`src/rtl/push_debounce.sv`:
```
// push_debounce
// Turns two raw board push buttons into clean load strobes for the downstream
// 4-bit equality comparator. Each button is synchronised, debounced by its own
// stability counter and state machine, and arbitrated so push1 and push2 are
// never high in the same cycle.
//
// Build option: define PUSH_DEBOUNCE_PULSE_EN for one-cycle press strobes on
// push1/push2. Without it, push1/push2 follow the debounced levels, with
// button 1 taking priority over button 2.
module push_debounce #(
  parameter int DEBOUNCE_CYCLES = 1000000,
  parameter int CNT_W           = 20
) (
  input  logic       clk,
  input  logic       rst,
  input  logic [1:0] btn_raw,
  output logic       push1,
  output logic       push2,
  output logic [1:0] btn_level
);

  typedef enum logic [1:0] {
    IDLE,
    ARM_PRESS,
    HELD,
    ARM_RELEASE
  } state_t;

  // The counter stops here; reaching it on the incremented value completes
  // DEBOUNCE_CYCLES consecutive stable samples, counting the one that left the
  // stable state.
  localparam logic [CNT_W-1:0] CNT_MAX = CNT_W'(DEBOUNCE_CYCLES - 1);

  logic [1:0] s0;
  logic [1:0] s1;

`ifdef PUSH_DEBOUNCE_PULSE_EN
  logic [1:0] press_evt;
`endif

  // Two-flop synchroniser for both asynchronous button inputs
  always_ff @(posedge clk) begin
    if (rst) begin
      s0 <= 2'b00;
      s1 <= 2'b00;
    end else begin
      s0 <= btn_raw;
      s1 <= s0;
    end
  end

  genvar g;
  generate
    for (g = 0; g < 2; g++) begin : g_btn
      state_t           state;
      logic [CNT_W-1:0] cnt;
      logic [CNT_W-1:0] cnt_inc;
      logic             at_limit;
      logic             level;

      assign cnt_inc  = (cnt == CNT_MAX) ? cnt : cnt + CNT_W'(1);
      assign at_limit = (cnt_inc == CNT_MAX);
      assign btn_level[g] = level;

`ifdef PUSH_DEBOUNCE_PULSE_EN
      assign press_evt[g] = (state == ARM_PRESS) && s1[g] && at_limit;
`endif

      // Debounce state machine: a level change is accepted only after the
      // synchronised input stays stable long enough; any bounce aborts it
      always_ff @(posedge clk) begin
        if (rst) begin
          state <= IDLE;
          cnt   <= '0;
          level <= 1'b0;
        end else begin
          case (state)
            IDLE: begin
              level <= 1'b0;
              if (s1[g]) begin
                cnt   <= '0;
                state <= ARM_PRESS;
              end
            end
            ARM_PRESS: begin
              if (!s1[g]) begin
                state <= IDLE;
              end else begin
                cnt <= cnt_inc;
                if (at_limit) begin
                  state <= HELD;
                  level <= 1'b1;
                end
              end
            end
            HELD: begin
              level <= 1'b1;
              if (!s1[g]) begin
                cnt   <= '0;
                state <= ARM_RELEASE;
              end
            end
            ARM_RELEASE: begin
              if (s1[g]) begin
                state <= HELD;
              end else begin
                cnt <= cnt_inc;
                if (at_limit) begin
                  state <= IDLE;
                  level <= 1'b0;
                end
              end
            end
            default: begin
              state <= IDLE;
              cnt   <= '0;
              level <= 1'b0;
            end
          endcase
        end
      end
    end
  endgenerate

`ifdef PUSH_DEBOUNCE_PULSE_EN
  logic pend2;

  // Strobe arbitration: button 1 wins a tie and button 2 is deferred one cycle
  always_ff @(posedge clk) begin
    if (rst) begin
      push1 <= 1'b0;
      push2 <= 1'b0;
      pend2 <= 1'b0;
    end else begin
      push1 <= press_evt[0];
      push2 <= pend2 | (press_evt[1] & ~press_evt[0]);
      pend2 <= press_evt[1] & press_evt[0];
    end
  end
`else
  // Level mode: outputs follow the debounced levels, button 1 masks button 2
  always_comb begin
    push1 = btn_level[0];
    push2 = btn_level[1] & ~btn_level[0];
  end
`endif

endmodule

```
`config.mk`:
```
export PLATFORM = sky130hd
export DESIGN_NAME = push_debounce
export DESIGN_NICKNAME = d
export VERILOG_FILES = /design/src/rtl/push_debounce.sv
export SDC_FILE = /design/constraint.sdc
export NUM_CORES = 1
export LEC_CHECK = 0
export BUFFER_PORTS_ARGS = -buffer_cell sky130_fd_sc_hd__buf_2
export CORE_MARGIN = 4
export CORE_UTILIZATION = 56
export CTS_BUF_LIST = sky130_fd_sc_hd__clkbuf_8
export DETAILED_ROUTE_END_ITERATION = 8
export HOLD_SLACK_MARGIN = 0.08
export PLACE_DENSITY = 0.85
export SYNTH_ARGS = -nofsm -noshare
export SYNTH_HDL_FRONTEND = slang
export SYNTH_SLANG_ARGS = --single-unit
```
`constraint.sdc`:
```
create_clock -name clk -period 2.8 [get_ports clk]
set_input_delay 0.14 -clock clk [delete_from_list [all_inputs] [get_ports clk]]
set_output_delay 0.14 -clock clk [all_outputs]
set_load 0.02 [all_outputs]
```
==> results.yml <==
detailed_routing:
  detail-route-antenna-nets: 0
  drcViolationCount: 0
  totalWireLength_um: 8790
  routed_vias: 3640
  detail_route.iter0.violations: 210
  vias_per_cell: 6.512
  total_iterations_of_the_first_detailed_routing_run: 5
  route.detailed.wl_per_inst_um: 15.72
final_layout:
  flow.area_growth_from_synthesis_pct: 7.061
  layout-drive-gt1-share: 0.1281
  antennaDiodeCount: 0
  num-nets-final: 497
  layout.core_utilization: 0.6323
  final_cell_area_sq_mm: 0.003832
  final-instance-count-excl-fill: 559
global_routing:
  grt_overflow: 0
  maximum_number_of_pins_on_one_net_before_global_route_repair: 54
  globalRouteMet2Util: 0.4199
  grt_usage: 0.2380
  antenna_found_initial: 0
  grt_pass1_vias: 3437
  global_route_wire_length_before_repair_um: 15080
  met3_usage: 0.03763
  use_met1: 0.2923
  grt-busiest-layer: "met2"
logic_synthesis:
  post-synth-top-area-cell: "sky130_fd_sc_hd__dfxtp_1"
  synthesis_warnings: 0
  synth.yosys.seq_area_share: 0.2796
  synthArstFlopShare: 0
  synthFlopType: "sky130_fd_sc_hd__dfxtp_1"
  netlist_instances: 488
  post-synth-top-area-fraction: 0.2796
  synth.net_count: 502
  synth_area_sq_mm: 0.003580
  synth-seq-cells: 50
  synthTopCellsByCount: "51 x sky130_fd_sc_hd__nor2_1, 50 x sky130_fd_sc_hd__a21oi_1, 50 x sky130_fd_sc_hd__dfxtp_1"
  syn-mean-instance-area_sq_um: 7.335
  synth_cell_type_count: 71
  yosysMostFrequentCell: "sky130_fd_sc_hd__nor2_1"
  synth_enable_flop_cells: 0
  yosys-top-cells-area: "sky130_fd_sc_hd__dfxtp_1 28%, sky130_fd_sc_hd__a21oi_1 7.0%, sky130_fd_sc_hd__nor2_1 5.3%"
worst_setup_path:
  timing.critical_path.from_type: "flip-flop"
  critPathRequiredTime_ns: 3.02
  regToRegStartpoint: "g_btn[1].cnt[3]$_SDFFE_PP0P_"
  critPathMaxFanout: 7
  critical_path.endpoint_type: "flip-flop"
  worst-setup-path-type: "flip-flop to flip-flop"
  timing.critical_path.from: "g_btn[1].cnt[3]$_SDFFE_PP0P_"
  critical_path_arrival_ns: 2.90
power:
  powerDensity_mw_per_mm2: 451.9
  power_mw: 1.732
  leakagePower_nw: 1.332
  worst_ir_drop_vdd_mv: 0.5797
sta:
  timing.final.crit_period_ns: 2.678
  timing.max_slew.rel_slack: 0.3687
  setup_total_negative_slack_ns: 0
  fin_crit_sh: 0.9563
  setup_failing_eps_final: 0
  final_hold_viol_count: 0
  clock_skew_ns: 0.008453
  unrepaired_setup_endpoints_after_global_routing: "false"
  timing.fmax_mhz: 373.5
  tightest_slew_ns: 0.9469
  drv_slew: 0
  hold_slack_ns: 0.4483
  layout_setup_ws_ns: 0.1224
floorplan:
  fp.dieArea_sq_mm: 0.007735
  io-pin-count: 8
  chipHeight_um: 87.95
  die_width_um: 87.95
  number_of_rows_created_at_floorplan: 28
  coreArea_sq_mm: 0.006061
  initial_utilization: 0.5906
placed_design:
  pre_cts_worst_setup_slack_ns: 0.1048
  dpl-instance-area_sq_mm: 0.003682
  portBuffers: 7
  place_hpwl_um: 6089
  gp_congestion: 0.9977
  dpl.cell_count: 549
clocking:
  cts_tree: "built"
  clkTransAtPathRegs_ns: 0.10
  clkSinkCount: 50
  cts.repair_timing.setup_buffer_count: 0
  clock_path_buffers: 2
  numCtsBuffers: 5
  worst_skew_pair.late_latency_ns: 0.31
  clock-root-buffer: "sky130_fd_sc_hd__clkbuf_8"
  cts-htree-levels: 2
outcome:
  status: "finished, final reports clean"
job:
  cap_viol_max_count: 0
min_path:
  hold_path.class: "flip-flop to flip-flop"
  critical_hold_path_startpoint: "s0[1]$_SDFF_PP0_"
path summary, 6_finish.rpt:
kind,end,slack (ns),cells after the start
max reg2reg,flip-flop,0.12,7
max,flip-flop,0.12,7
min,s1[1]$_SDFF_PP0_,0.45,1
min reg2reg,s1[1]$_SDFF_PP0_,0.45,1
critical path, stage by stage, from the launching register on:
cell,delay [ns]
sky130_fd_sc_hd__dfxtp_1,0.51
sky130_fd_sc_hd__nand4_4,0.18
sky130_fd_sc_hd__or4_4,0.60
sky130_fd_sc_hd__nor3_1,0.21
sky130_fd_sc_hd__o22a_1,0.24
sky130_fd_sc_hd__nand4_1,0.14
sky130_fd_sc_hd__a2111o_1,0.45
sky130_fd_sc_hd__a221oi_2,0.27
flip-flops by register name, summed over array words and instances (netlist names), named ones only:
| signal | flops |
|---|---|
| g_btn.state | 2 |
| s0 | 2 |
| s1 | 2 |
| g_btn.level | 1 |
| g_btn.cnt | 40 |
| push1 | 1 |
cells by family (layout without fill, tap and decap cells):
group	Yosys count	count (layout)	share of synthesized area
AO/OA/AOI/OAI	146	146	0.2566
XOR/XNOR	10	10	0.02447
adder cells (fa/ha/maj)	10	10	0.03495
buffers and inverters	56	52	0.06501
flip-flops	50	50	0.2796
multiplexers	1	1	0.003146
AND/OR/NAND/NOR	215	215	0.3362
cell usage in the layout, fill, tap and decap left out, types with 14 or more instances in the layout:
| cell | n |
|---|---|
| sky130_fd_sc_hd__o21ai_0 | 34 |
| sky130_fd_sc_hd__nor3_1 | 25 |
| sky130_fd_sc_hd__nand3_1 | 14 |
| sky130_fd_sc_hd__a21oi_1 | 49 |
| sky130_fd_sc_hd__nor2_1 | 51 |
| sky130_fd_sc_hd__buf_4 | 20 |
| sky130_fd_sc_hd__nand2_1 | 35 |
| sky130_fd_sc_hd__nand4_1 | 16 |
| sky130_fd_sc_hd__inv_1 | 15 |
| sky130_fd_sc_hd__dfxtp_1 | 47 |
per-layer routing:
metal  routed length (um)  vias to the layer above
li1                     -                     1806
met1                 3649                     1669
met2                 4436                      146
met3                  539                       19
met4                  165                        0
met5                    0                        -
where the power goes:
part / total (mW) / switching (mW) / internal (mW)
clock network: 0.516 / 0.252 / 0.263
registers: 0.759 / 0.0265 / 0.732
logic: 0.458 / 0.291 / 0.167
cell type report:
class | instances | area (sq um)
Clock buffer | 5 | 68.82
Clock inverter | 3 | 40.04
Fill cell | 518 | 2228
Inverter | 15 | 56.30
Multi-Input combinational cell | 382 | 2364
Sequential cell | 50 | 1005
Tap cell | 75 | 93.84
Timing Repair Buffer | 29 | 205.2
timing repair:
action / in CTS / in global routing
resized for setup: 0 / 7
hold buffers: 2 / 0
setup endpoints to repair: 0 / 4
endpoints found under the hold margin: 2 / 0
Note: power is estimated with default switching activity, not from simulation.
